$ cat config.mk
export PLATFORM = sky130hd
export DESIGN_NAME = alu_cu_sequencer
export DESIGN_NICKNAME = d
export VERILOG_FILES = /design/src/rtl/alu_cu_sequencer.sv
export SDC_FILE = /design/constraint.sdc
export NUM_CORES = 1
export LEC_CHECK = 0
export BUFFER_PORTS_ARGS = -buffer_cell sky130_fd_sc_hd__buf_2
export CORE_MARGIN = 2
export CORE_UTILIZATION = 45
export CTS_CLUSTER_DIAMETER = 40
export DETAILED_ROUTE_END_ITERATION = 10
export HOLD_SLACK_MARGIN = 0.05
export PLACE_DENSITY = 0.65
export SYNTH_ARGS = -nofsm -noshare
export SYNTH_HDL_FRONTEND = slang
export SYNTH_SLANG_ARGS = --single-unit
$ cat constraint.sdc
create_clock -name clk -period 3.65 [get_ports clk]
set_input_delay 0.5475 -clock clk [delete_from_list [all_inputs] [get_ports clk]]
set_output_delay 0.5475 -clock clk [all_outputs]
set_load 0.1 [all_outputs]
$ cat src/rtl/alu_cu_sequencer.sv
// Control-unit sequencer: accepts one instruction at a time, drives an external ALU,
// and retires results into an 8 x 32 register file with Z/N/C status flags.
module alu_cu_sequencer (
  input  logic        clk,
  input  logic        rst_n,
  input  logic        instr_valid,
  output logic        instr_ready,
  input  logic [31:0] instr,
  output logic [5:0]  alu_opCode,
  output logic [31:0] alu_a,
  output logic [31:0] alu_b,
  output logic        alu_c,
  input  logic [31:0] alu_ans1,
  input  logic [31:0] alu_ans2,
  input  logic        alu_Z,
  input  logic        alu_N,
  output logic        done,
  output logic        illegal,
  output logic        flag_z,
  output logic        flag_n,
  output logic        flag_c,
  input  logic [2:0]  rd_addr,
  output logic [31:0] rd_data
);

  localparam logic [5:0] OP_LDI = 6'b000001;
  localparam logic [5:0] OP_LUI = 6'b000010;
  localparam logic [5:0] OP_ADD = 6'b100000;
  localparam logic [5:0] OP_SUB = 6'b100001;

  typedef enum logic [1:0] {
    ST_IDLE   = 2'd0,
    ST_DECODE = 2'd1,
    ST_EXEC   = 2'd2,
    ST_WB     = 2'd3
  } state_t;

  function automatic logic is_alu_op(input logic [5:0] op);
    case (op)
      6'b100000, 6'b100001,
      6'b110000, 6'b110001, 6'b110010, 6'b110011,
      6'b111000, 6'b111001, 6'b111010: is_alu_op = 1'b1;
      default:                         is_alu_op = 1'b0;
    endcase
  endfunction

  function automatic logic is_load_op(input logic [5:0] op);
    case (op)
      OP_LDI, OP_LUI: is_load_op = 1'b1;
      default:        is_load_op = 1'b0;
    endcase
  endfunction

  state_t      state_q, state_d;
  logic [5:0]  op_q, op_d;
  logic [2:0]  rd_q, rd_d;
  logic [2:0]  rs1_q, rs1_d;
  logic [2:0]  rs2_q, rs2_d;
  logic [15:0] imm_q, imm_d;
  logic [31:0] res_q, res_d;
  logic        rz_q, rz_d;
  logic        rn_q, rn_d;
  logic        rc_q, rc_d;
  logic [31:0] rf_q [8];
  logic [31:0] rf_d [8];
  logic        flag_z_q, flag_z_d;
  logic        flag_n_q, flag_n_d;
  logic        flag_c_q, flag_c_d;
  logic        done_q, done_d;
  logic        illegal_q, illegal_d;
  logic [5:0]  alu_op_q, alu_op_d;
  logic [31:0] alu_a_q, alu_a_d;
  logic [31:0] alu_b_q, alu_b_d;
  logic        alu_c_q, alu_c_d;
  logic [31:0] wb_val_s;
  logic        unused_bits_s;

  // Next-state, datapath and output computation for the sequencer
  always_comb begin
    state_d   = state_q;
    op_d      = op_q;
    rd_d      = rd_q;
    rs1_d     = rs1_q;
    rs2_d     = rs2_q;
    imm_d     = imm_q;
    res_d     = res_q;
    rz_d      = rz_q;
    rn_d      = rn_q;
    rc_d      = rc_q;
    rf_d      = rf_q;
    flag_z_d  = flag_z_q;
    flag_n_d  = flag_n_q;
    flag_c_d  = flag_c_q;
    done_d    = 1'b0;
    illegal_d = 1'b0;
    alu_op_d  = 6'd0;
    alu_a_d   = 32'd0;
    alu_b_d   = 32'd0;
    alu_c_d   = 1'b0;
    wb_val_s  = 32'd0;

    case (state_q)
      ST_IDLE: begin
        if (instr_valid) begin
          op_d    = instr[31:26];
          rd_d    = instr[25:23];
          rs1_d   = instr[22:20];
          rs2_d   = instr[19:17];
          imm_d   = instr[15:0];
          state_d = ST_DECODE;
        end else begin
          state_d = ST_IDLE;
        end
      end
      ST_DECODE: begin
        // ALU operands are registered here so they appear exactly for the EXEC cycle
        if (is_alu_op(op_q)) begin
          alu_op_d = op_q;
          alu_a_d  = rf_q[rs1_q];
          alu_b_d  = rf_q[rs2_q];
          alu_c_d  = flag_c_q;
          state_d  = ST_EXEC;
        end else if (is_load_op(op_q)) begin
          state_d = ST_WB;
        end else begin
          illegal_d = 1'b1;
          state_d   = ST_IDLE;
        end
      end
      ST_EXEC: begin
        res_d   = alu_ans1;
        rz_d    = alu_Z;
        rn_d    = alu_N;
        rc_d    = alu_ans2[0];
        state_d = ST_WB;
      end
      ST_WB: begin
        if (is_load_op(op_q)) begin
          if (op_q == OP_LUI) begin
            wb_val_s = {imm_q, 16'h0000};
          end else begin
            wb_val_s = {16'h0000, imm_q};
          end
          flag_z_d = (wb_val_s == 32'd0);
          flag_n_d = wb_val_s[31];
        end else begin
          wb_val_s = res_q;
          flag_z_d = rz_q;
          flag_n_d = rn_q;
          if ((op_q == OP_ADD) || (op_q == OP_SUB)) begin
            flag_c_d = rc_q;
          end else begin
            flag_c_d = flag_c_q;
          end
        end
        rf_d[rd_q] = wb_val_s;
        done_d     = 1'b1;
        state_d    = ST_IDLE;
      end
      default: begin
        state_d = ST_IDLE;
      end
    endcase

    rf_d[0] = 32'd0;
  end

  // State and datapath registers with synchronous active-low reset
  always_ff @(posedge clk) begin
    if (!rst_n) begin
      state_q   <= ST_IDLE;
      op_q      <= 6'd0;
      rd_q      <= 3'd0;
      rs1_q     <= 3'd0;
      rs2_q     <= 3'd0;
      imm_q     <= 16'd0;
      res_q     <= 32'd0;
      rz_q      <= 1'b0;
      rn_q      <= 1'b0;
      rc_q      <= 1'b0;
      for (int i = 0; i < 8; i++) begin
        rf_q[i] <= 32'd0;
      end
      flag_z_q  <= 1'b0;
      flag_n_q  <= 1'b0;
      flag_c_q  <= 1'b0;
      done_q    <= 1'b0;
      illegal_q <= 1'b0;
      alu_op_q  <= 6'd0;
      alu_a_q   <= 32'd0;
      alu_b_q   <= 32'd0;
      alu_c_q   <= 1'b0;
    end else begin
      state_q   <= state_d;
      op_q      <= op_d;
      rd_q      <= rd_d;
      rs1_q     <= rs1_d;
      rs2_q     <= rs2_d;
      imm_q     <= imm_d;
      res_q     <= res_d;
      rz_q      <= rz_d;
      rn_q      <= rn_d;
      rc_q      <= rc_d;
      rf_q      <= rf_d;
      flag_z_q  <= flag_z_d;
      flag_n_q  <= flag_n_d;
      flag_c_q  <= flag_c_d;
      done_q    <= done_d;
      illegal_q <= illegal_d;
      alu_op_q  <= alu_op_d;
      alu_a_q   <= alu_a_d;
      alu_b_q   <= alu_b_d;
      alu_c_q   <= alu_c_d;
    end
  end

  // Debug read sees pre-write contents during WB since the file updates on the edge
  assign rd_data     = rf_q[rd_addr];
  assign instr_ready = (state_q == ST_IDLE);
  assign alu_opCode  = alu_op_q;
  assign alu_a       = alu_a_q;
  assign alu_b       = alu_b_q;
  assign alu_c       = alu_c_q;
  assign done        = done_q;
  assign illegal     = illegal_q;
  assign flag_z      = flag_z_q;
  assign flag_n      = flag_n_q;
  assign flag_c      = flag_c_q;

  assign unused_bits_s = ^{instr[16], alu_ans2[31:1]};

endmodule

==> metrics.txt, run 1 <==
# TYPE chip_impl_metric gauge
chip_impl_metric{name="timing.critical_path.fanout_max",unit=""} 23
chip_impl_metric{name="hold_viol_final",unit=""} 0
chip_impl_metric{name="synth_cells",unit=""} 1930
chip_impl_metric{name="netSwitchingPower",unit="W"} 0.00297
chip_impl_metric{name="synthArstFlopShare",unit=""} 0
chip_impl_metric{name="holdBufCountCts",unit=""} 0
chip_impl_metric{name="clock_tree.buffer_depth",unit=""} 3
chip_impl_metric{name="placement.cell_area",unit="µm²"} 20200
chip_impl_metric{name="full_die_area",unit="µm²"} 42800
chip_impl_metric{name="routed_via_count",unit=""} 17993
chip_impl_metric{name="synth.net_count",unit=""} 2034
chip_impl_metric{name="antenna_cells",unit=""} 0
chip_impl_metric{name="count_of_nets_after_finishing",unit=""} 2102
chip_impl_metric{name="seqCellArea",unit="µm²"} 7370
chip_impl_metric{name="cp_data_required_time",unit="ns"} 3.10
chip_impl_metric{name="groute.usage.overall",unit=""} 0.317
chip_impl_metric{name="multi_input_area",unit="µm²"} 10000
chip_impl_metric{name="synth_cell_types",unit=""} 50
chip_impl_metric{name="slew_violations",unit=""} 0
chip_impl_metric{name="finalSetupTns",unit="ns"} 0
chip_impl_metric{name="p_leak",unit="nW"} 7.57
chip_impl_metric{name="drt-total-wl",unit="mm"} 69.5
chip_impl_metric{name="worst_setup_hold_path_clk_slew",unit="ns"} 0.06
chip_impl_metric{name="place_congestion",unit=""} 0.858
chip_impl_metric{name="ios",unit=""} 213
chip_impl_metric{name="synth-seq-area-share",unit=""} 0.398
chip_impl_info{name="result_of_the_run",value="completed"} 1
chip_impl_metric{name="h_tree_levels",unit=""} 2
chip_impl_metric{name="cellInternalPower",unit="W"} 0.00753
chip_impl_metric{name="dieHeight",unit="µm"} 207
chip_impl_metric{name="max_cap_violations",unit=""} 0
chip_impl_metric{name="fin_area",unit="µm²"} 22100
chip_impl_metric{name="yosys_warnings",unit=""} 0
chip_impl_info{name="rsz_0062_raised_after_global_routing",value="false"} 1
chip_impl_metric{name="wire_per_inst",unit="µm"} 27.0
chip_impl_info{name="timing.critical_path.from_type",value="input pin"} 1
chip_impl_metric{name="worst_ir_drop_vdd",unit="V"} 0.000378
chip_impl_metric{name="row_count",unit=""} 74
chip_impl_metric{name="synth.cell_area",unit="µm²"} 18500
chip_impl_metric{name="grt_max_degree",unit=""} 127
chip_impl_metric{name="detailedRoute.firstIterationViolations",unit=""} 2353
chip_impl_metric{name="core",unit="µm²"} 40700
chip_impl_metric{name="clock_insertion_delay_worst_skew",unit="ns"} 0.62
chip_impl_metric{name="detailed_place_hpwl",unit="mm"} 41.9
chip_impl_metric{name="port_buffers",unit=""} 180
chip_impl_metric{name="detail_route.drc_violations",unit=""} 0
chip_impl_metric{name="post_synth_edffs",unit=""} 0
chip_impl_metric{name="pwr_density_cell",unit="nW/µm²"} 475
chip_impl_metric{name="global_route.overflow_total",unit=""} 0
chip_impl_metric{name="final.period_utilization",unit=""} 0.772
chip_impl_metric{name="syn_avg_cell_area",unit="µm²"} 9.60
chip_impl_metric{name="final.fill_count",unit=""} 3661
chip_impl_metric{name="routed_via_density",unit=""} 6.98
chip_impl_metric{name="relative_contribution_of_sequential_cells_to_total_power",unit=""} 0.391
chip_impl_info{name="timing_worst_setup_path_type",value="input pin to output port"} 1
chip_impl_info{name="tritoncts_clock_tree",value="yes"} 1
chip_impl_info{name="min_path_type",value="input pin to flop"} 1
chip_impl_metric{name="netSwitchingFraction",unit=""} 0.283
chip_impl_metric{name="initial_utilization",unit=""} 0.455
chip_impl_metric{name="cts_sinks",unit=""} 368
chip_impl_info{name="most-common-layout-cells",value="366 x sky130_fd_sc_hd__dfxtp_1, 327 x sky130_fd_sc_hd__a21oi_1, 224 x sky130_fd_sc_hd__a311oi_1, 218 x sky130_fd_sc_hd__mux2_2, 147 x sky130_fd_sc_hd__buf_2"} 1
chip_impl_metric{name="grt_pass1_wl",unit="mm"} 104
chip_impl_info{name="cts_root_buffer",value="sky130_fd_sc_hd__clkbuf_16"} 1
chip_impl_metric{name="finClkSkew",unit="ns"} 0.0220
chip_impl_metric{name="antenna_found_initial",unit=""} 0
chip_impl_metric{name="ys_seq_elements",unit=""} 368
chip_impl_metric{name="timing.fmax",unit="MHz"} 355
chip_impl_metric{name="min_period",unit="ns"} 2.82
chip_impl_metric{name="drtAntennaViolNets",unit=""} 0
chip_impl_info{name="ys_dominant_reg_cell",value="sky130_fd_sc_hd__dfxtp_1"} 1
chip_impl_metric{name="critical_path_arrival",unit="ns"} 2.27
chip_impl_metric{name="area.growth.synth_to_final",unit="%"} 19.2
chip_impl_info{name="final_common_cell",value="sky130_fd_sc_hd__dfxtp_1"} 1
chip_impl_metric{name="post_route_cells_drive_above_1_share",unit=""} 0.318
chip_impl_metric{name="hold_ws",unit="ns"} 0.183
chip_impl_metric{name="p_comb_frac",unit=""} 0.108
chip_impl_metric{name="cts_buffers",unit=""} 55
chip_impl_metric{name="max-slew-margin-rel",unit=""} 0.346
chip_impl_metric{name="die_w",unit="µm"} 207
chip_impl_metric{name="cts_resized",unit=""} 0
chip_impl_metric{name="share_clk_of_total_power",unit=""} 0.501
chip_impl_metric{name="report.final.setup_viol",unit=""} 0
chip_impl_metric{name="post_cts.repair.setup_buffers",unit=""} 0
chip_impl_metric{name="worst_pin_slew",unit="ns"} 0.981
chip_impl_metric{name="first_global_vias",unit=""} 17095
chip_impl_metric{name="drt_pre_antenna_iters",unit=""} 7
chip_impl_info{name="setup.worst_path.end_class",value="output port"} 1
layer usage:
| layer | GRT usage | vias to the layer above | routed length (µm) |
|---|---|---|---|
| met5 | 0 | - | 0 |
| met4 | 0.170 | 0 | 3900 |
| met3 | 0.0766 | 318 | 8750 |
| met2 | 0.474 | 1317 | 30300 |
| met1 | 0.423 | 8635 | 26600 |
| li1 | - | 7723 | - |
worst paths after layout:
| check | startpoint | to | slack (ns) | depth (start not counted) |
|---|---|---|---|---|
| hold / removal | alu_ans1[15] | res_q[15]$_SDFFE_PN0P_ | 0.18 | 3 |
| setup / recovery | rd_addr[0] | rd_data[25] | 0.83 | 6 |
| hold reg to reg | res_q[5]$_SDFFE_PN0P_ | res_q[5]$_SDFFE_PN0P_ | 0.46 | 2 |
| setup reg to reg | state_q[0]$_SDFF_PN0_ | rf_q[67]$_SDFFE_PN0P_ | 1.11 | 5 |
area by class of cell:
type,count,share of cell area
clock buffer,63,0.0660
clock inverter,41,0.0183
inverter,39,0.00697
multi-input combinational,1292,0.455
sequential,368,0.334
tap,532,0.0301
timing repair buffer,242,0.0900
cell families after synthesis:
family | after synthesis | share of synthesized area
other cells | 1 | 0.000202
buf+inv | 270 | 0.0631
flops | 368 | 0.398
xor+xnor | 1 | 0.00149
compound gates | 753 | 0.288
mux | 254 | 0.175
simple gates | 283 | 0.0747
flip-flops by register name (all words and copies together), names as in the netlist:
name and flops:
rn_q 1, rz_q 1, done 1, flag_z 1, alu_c 1, res_q 32
alu_b 32, flag_c 1, rc_q 1, rs1_q 3, rd_q 3, alu_a 32
flag_n 1, illegal 1, op_q 6, rs2_q 3, state_q 2, alu_opCode 6
imm_q 16, rf_q 224
power by group through the flow:
stage | Clock [W] | Sequential, W | Combinational [W]
after floorplan | 0 | 0.00419 | 0.000723
after global placement | 0 | 0.00419 | 0.00110
after detailed placement | 0 | 0.00419 | 0.00110
after CTS | 0.00532 | 0.00410 | 0.00111
after global routing | 0.00549 | 0.00411 | 0.00117
final | 0.00526 | 0.00411 | 0.00113
stage by stage:
step	utilization	total power (W)	cells	setup slack [ns]
floorplan	-	0.00491	1930	0.116
global placement	0.496	0.00528	2473	0.835
detailed placement	0.496	0.00529	2473	0.820
CTS	0.542	0.0105	2577	0.823
global route	0.542	0.0108	2577	0.769
finish	0.542	0.0105	2577	0.833
cell usage after synthesis (2+ instances only):
library cell	instances	area share
sky130_fd_sc_hd__dfxtp_1	368	0.40
sky130_fd_sc_hd__inv_1	37	0.0075
sky130_fd_sc_hd__buf_6	11	0.0067
sky130_fd_sc_hd__buf_4	5	0.0020
sky130_fd_sc_hd__nand2b_1	5	0.0017
sky130_fd_sc_hd__nand2_1	138	0.028
sky130_fd_sc_hd__a211o_1	2	0.00095
sky130_fd_sc_hd__mux4_2	34	0.041
sky130_fd_sc_hd__o21ai_0	2	0.00054
sky130_fd_sc_hd__o21ai_4	20	0.018
sky130_fd_sc_hd__nand4_1	7	0.0024
sky130_fd_sc_hd__buf_1	10	0.0020
sky130_fd_sc_hd__nor3_1	63	0.017
sky130_fd_sc_hd__clkinv_1	2	0.00041
sky130_fd_sc_hd__a311oi_1	224	0.11
sky130_fd_sc_hd__nand4_2	10	0.0068
sky130_fd_sc_hd__mux2i_1	2	0.0011
sky130_fd_sc_hd__nand3_1	17	0.0046
sky130_fd_sc_hd__a21oi_1	327	0.088
sky130_fd_sc_hd__mux2_2	218	0.13
sky130_fd_sc_hd__nor2_1	13	0.0026
sky130_fd_sc_hd__buf_2	42	0.011
sky130_fd_sc_hd__o2111ai_1	2	0.00095
sky130_fd_sc_hd__o21ai_2	6	0.0028
sky130_fd_sc_hd__clkbuf_1	162	0.033
sky130_fd_sc_hd__nor4_1	3	0.0010
sky130_fd_sc_hd__nor2b_1	8	0.0027
sky130_fd_sc_hd__a221oi_1	94	0.044
sky130_fd_sc_hd__and2_1	9	0.0030
sky130_fd_sc_hd__o22ai_1	62	0.021
sky130_fd_sc_hd__o21ai_1	6	0.0016
sky130_fd_sc_hd__nor3b_1	3	0.0012
worst max-delay path, stage by stage:
cell	delay [ns]
sky130_fd_sc_hd__buf_4	0.37
sky130_fd_sc_hd__buf_4	0.35
sky130_fd_sc_hd__mux4_2	0.53
sky130_fd_sc_hd__inv_1	0.07
sky130_fd_sc_hd__a21oi_1	0.13
sky130_fd_sc_hd__buf_12	0.24
No activity file was read; power rests on OpenSTA's default activity.
==> inputs of run 2 (changes only) <==
==> constraint.sdc (replaced) <==
create_clock -name clk -period 2.8 [get_ports clk]
set_input_delay 0.42 -clock clk [delete_from_list [all_inputs] [get_ports clk]]
set_output_delay 0.42 -clock clk [all_outputs]
set_load 0.1 [all_outputs]
==> run 2 against run 1 <==
  * Sequential power grew 31%
  * Critical path depth is the same
  * Register-to-register slack lost 0.65 ns
  * Design area grew 2.8%
  * Utilization grew 1.5 points
  * Global-route usage grew 0.39 points
  * Via count grew 0.71%
  * Non-clock buffer count grew 29
  * Hold slack lost 0.12 ns
  * Power grew 35%
  * Critical endpoint is now rd_data[0]
  * Highest routed layer unchanged
==> metrics.txt, run 2 (synthesis results as in run 1) <==
# TYPE chip_impl_metric gauge
chip_impl_metric{name="final.period_utilization",unit=""} 0.849
chip_impl_metric{name="core",unit="µm²"} 40700
chip_impl_metric{name="report.final.setup_viol",unit=""} 0
chip_impl_metric{name="row_count",unit=""} 74
chip_impl_metric{name="die_w",unit="µm"} 207
chip_impl_metric{name="detail_route.drc_violations",unit=""} 0
chip_impl_metric{name="post_route_cells_drive_above_1_share",unit=""} 0.334
chip_impl_metric{name="area.growth.synth_to_final",unit="%"} 22.5
chip_impl_info{name="worst_path_slowest_cell",value="sky130_fd_sc_hd__a221oi_1"} 1
chip_impl_metric{name="count_of_nets_after_finishing",unit=""} 2131
chip_impl_metric{name="timing.critical_path.fanout_max",unit=""} 22
chip_impl_metric{name="cts_resized",unit=""} 0
chip_impl_metric{name="worst_setup_slack_final",unit="ns"} 0.423
chip_impl_info{name="max_flop_register",value="rf_q"} 1
chip_impl_info{name="final_common_cell",value="sky130_fd_sc_hd__dfxtp_1"} 1
chip_impl_metric{name="slew_violations",unit=""} 0
chip_impl_metric{name="largest_register_ff_count",unit=""} 224
chip_impl_metric{name="detailed_place_hpwl",unit="mm"} 42.2
chip_impl_metric{name="final_cells",unit=""} 2605
chip_impl_metric{name="critical_path_arrival",unit="ns"} 1.96
chip_impl_metric{name="hold_viol_final",unit=""} 0
chip_impl_metric{name="groute.usage.overall",unit=""} 0.321
chip_impl_metric{name="worst_setup_hold_path_clk_slew",unit="ns"} 0.06
chip_impl_metric{name="first_global_vias",unit=""} 17318
chip_impl_metric{name="clock_insertion_delay_worst_skew",unit="ns"} 0.61
chip_impl_metric{name="finClkSkew",unit="ns"} 0.0205
chip_impl_metric{name="p_leak",unit="nW"} 7.81
chip_impl_metric{name="dpl.cell_count",unit=""} 2483
chip_impl_metric{name="ios",unit=""} 213
chip_impl_info{name="tritoncts_clock_tree",value="yes"} 1
chip_impl_info{name="timing.critical_path.cells",value="buf_2, buf_12, mux2_2, a221oi_1, a21oi_2, buf_12"} 1
chip_impl_info{name="min_path_type",value="input pin to flop"} 1
chip_impl_metric{name="worst_pin_slew",unit="ns"} 0.773
chip_impl_metric{name="finalSetupTns",unit="ns"} 0
chip_impl_info{name="cts_root_buffer",value="sky130_fd_sc_hd__clkbuf_16"} 1
chip_impl_metric{name="timing.fmax",unit="MHz"} 421
chip_impl_info{name="setup.worst_path.end_class",value="output port"} 1
chip_impl_metric{name="worst_ir_drop_vdd",unit="V"} 0.000452
chip_impl_metric{name="global_route.overflow_total",unit=""} 0
chip_impl_metric{name="wire_per_inst",unit="µm"} 26.8
chip_impl_metric{name="antenna_found_initial",unit=""} 0
chip_impl_metric{name="place_congestion",unit=""} 0.877
chip_impl_metric{name="port_buffers",unit=""} 180
chip_impl_metric{name="max-slew-margin-rel",unit=""} 0.485
chip_impl_metric{name="clock_tree.buffer_depth",unit=""} 3
chip_impl_metric{name="place_ws",unit="ns"} 0.490
chip_impl_metric{name="routed_via_density",unit=""} 6.96
chip_impl_metric{name="dieHeight",unit="µm"} 207
chip_impl_metric{name="cts_sinks",unit=""} 368
chip_impl_metric{name="grt_max_degree",unit=""} 78
chip_impl_metric{name="max_cap_violations",unit=""} 0
chip_impl_metric{name="detailedRoute.firstIterationViolations",unit=""} 2571
chip_impl_metric{name="ff2ff_setup_slack",unit="ns"} 0.46
chip_impl_info{name="cp_common_cell",value="sky130_fd_sc_hd__buf_12"} 1
chip_impl_info{name="rsz_0062_raised_after_global_routing",value="false"} 1
chip_impl_info{name="timing_worst_setup_path_type",value="input pin to output port"} 1
chip_impl_metric{name="pwr_density_cell",unit="nW/µm²"} 626
chip_impl_metric{name="drt_pre_antenna_iters",unit=""} 6
chip_impl_metric{name="grt_pass1_wl",unit="mm"} 105
chip_impl_metric{name="initial_utilization",unit=""} 0.455
chip_impl_metric{name="cp_data_required_time",unit="ns"} 2.38
chip_impl_metric{name="timing.critical_path.slowest_cell_delay",unit="ns"} 0.37
chip_impl_metric{name="hold_ws",unit="ns"} 0.0671
chip_impl_metric{name="h_tree_levels",unit=""} 2
chip_impl_metric{name="min_period",unit="ns"} 2.38
chip_impl_info{name="result_of_the_run",value="completed"} 1
chip_impl_metric{name="drt-total-wl",unit="mm"} 69.9
chip_impl_metric{name="cts_buffers",unit=""} 55
chip_impl_info{name="timing.critical_path.from_type",value="input pin"} 1
chip_impl_metric{name="routed_via_count",unit=""} 18121
chip_impl_metric{name="drtAntennaViolNets",unit=""} 0
chip_impl_info{name="most-common-layout-cells",value="366 x sky130_fd_sc_hd__dfxtp_1, 295 x sky130_fd_sc_hd__a21oi_1, 224 x sky130_fd_sc_hd__a311oi_1, 218 x sky130_fd_sc_hd__mux2_2, 147 x sky130_fd_sc_hd__buf_2"} 1
chip_impl_metric{name="full_die_area",unit="µm²"} 42800
[run 2: cell types whose count changed in the layout (fill, tap and decap cells not counted), moves of 2 or more]
cell and delta:
sky130_fd_sc_hd__a21oi_1 -32, sky130_fd_sc_hd__clkinv_2 -3, sky130_fd_sc_hd__a21oi_2 +32, sky130_fd_sc_hd__dlygate4sd3_1 +19, sky130_fd_sc_hd__bufinv_16 +5, sky130_fd_sc_hd__buf_12 +9, sky130_fd_sc_hd__clkbuf_8 +4, sky130_fd_sc_hd__nor2b_4 -2
sky130_fd_sc_hd__nor2b_2 +2, sky130_fd_sc_hd__clkinvlp_4 -5, sky130_fd_sc_hd__clkbuf_1 -2
[run 2: timing repair]
item,4_1_cts,5_1_grt
buffers inserted,0,0
hold endpoints to repair,19,0
hold buffers,19,0
setup endpoints to repair,0,0
[run 2: area by class of cell]
type / instances / area [µm²]
antenna: 1 / 2.50
clock inverter: 38 / 499
multi-input combinational: 1292 / 10200
timing repair buffer: 271 / 2360
clock buffer: 64 / 1480
sequential: 368 / 7370
inverter: 39 / 154
tap: 532 / 666
fill: 3615 / 18000
[run 2: path summary, 6_finish.rpt]
kind	from	end	cells past startpoint
worst max-delay path	rd_addr[2]	rd_data[0]	6
worst min-delay path	instr[11]	imm_q[11]$_SDFFE_PN0P_	3
worst max register to register	op_q[5]$_SDFFE_PN0P_	rf_q[165]$_SDFFE_PN0P_	4
worst min register to register	rn_q$_SDFFE_PN0P_	rn_q$_SDFFE_PN0P_	2
[run 2: per-layer routing]
layer / global-route usage / wire length (µm) / share of wire
met5: 0 / 0 / 0
met1: 0.433 / 27200 / 0.39
met2: 0.483 / 30800 / 0.44
met3: 0.0774 / 8730 / 0.12
met4: 0.154 / 3200 / 0.046
[run 2: through the flow]
step           utilization  total power [W]  instance area, µm²
5_1_grt              0.557           0.0146               22700
3_5_place_dp         0.504          0.00693               20500
3_3_place_gp         0.504          0.00690               20500
6_report             0.557           0.0142               22700
2_1_floorplan            -          0.00641               18600
4_1_cts              0.557           0.0142               22700
[run 2: power by group]
group	switching, W	internal [W]	total [W]
combinational	0.00104	0.000456	0.00150
sequential	0.0000904	0.00528	0.00537
clock	0.00275	0.00459	0.00734
total	0.00388	0.0103	0.0142
[run 2: critical path: cells and delay by family]
kind	cells	cell delay [ns]
multiplexers	1	0.35
buffers and inverters	3	0.66
AO/OA/AOI/OAI	2	0.51
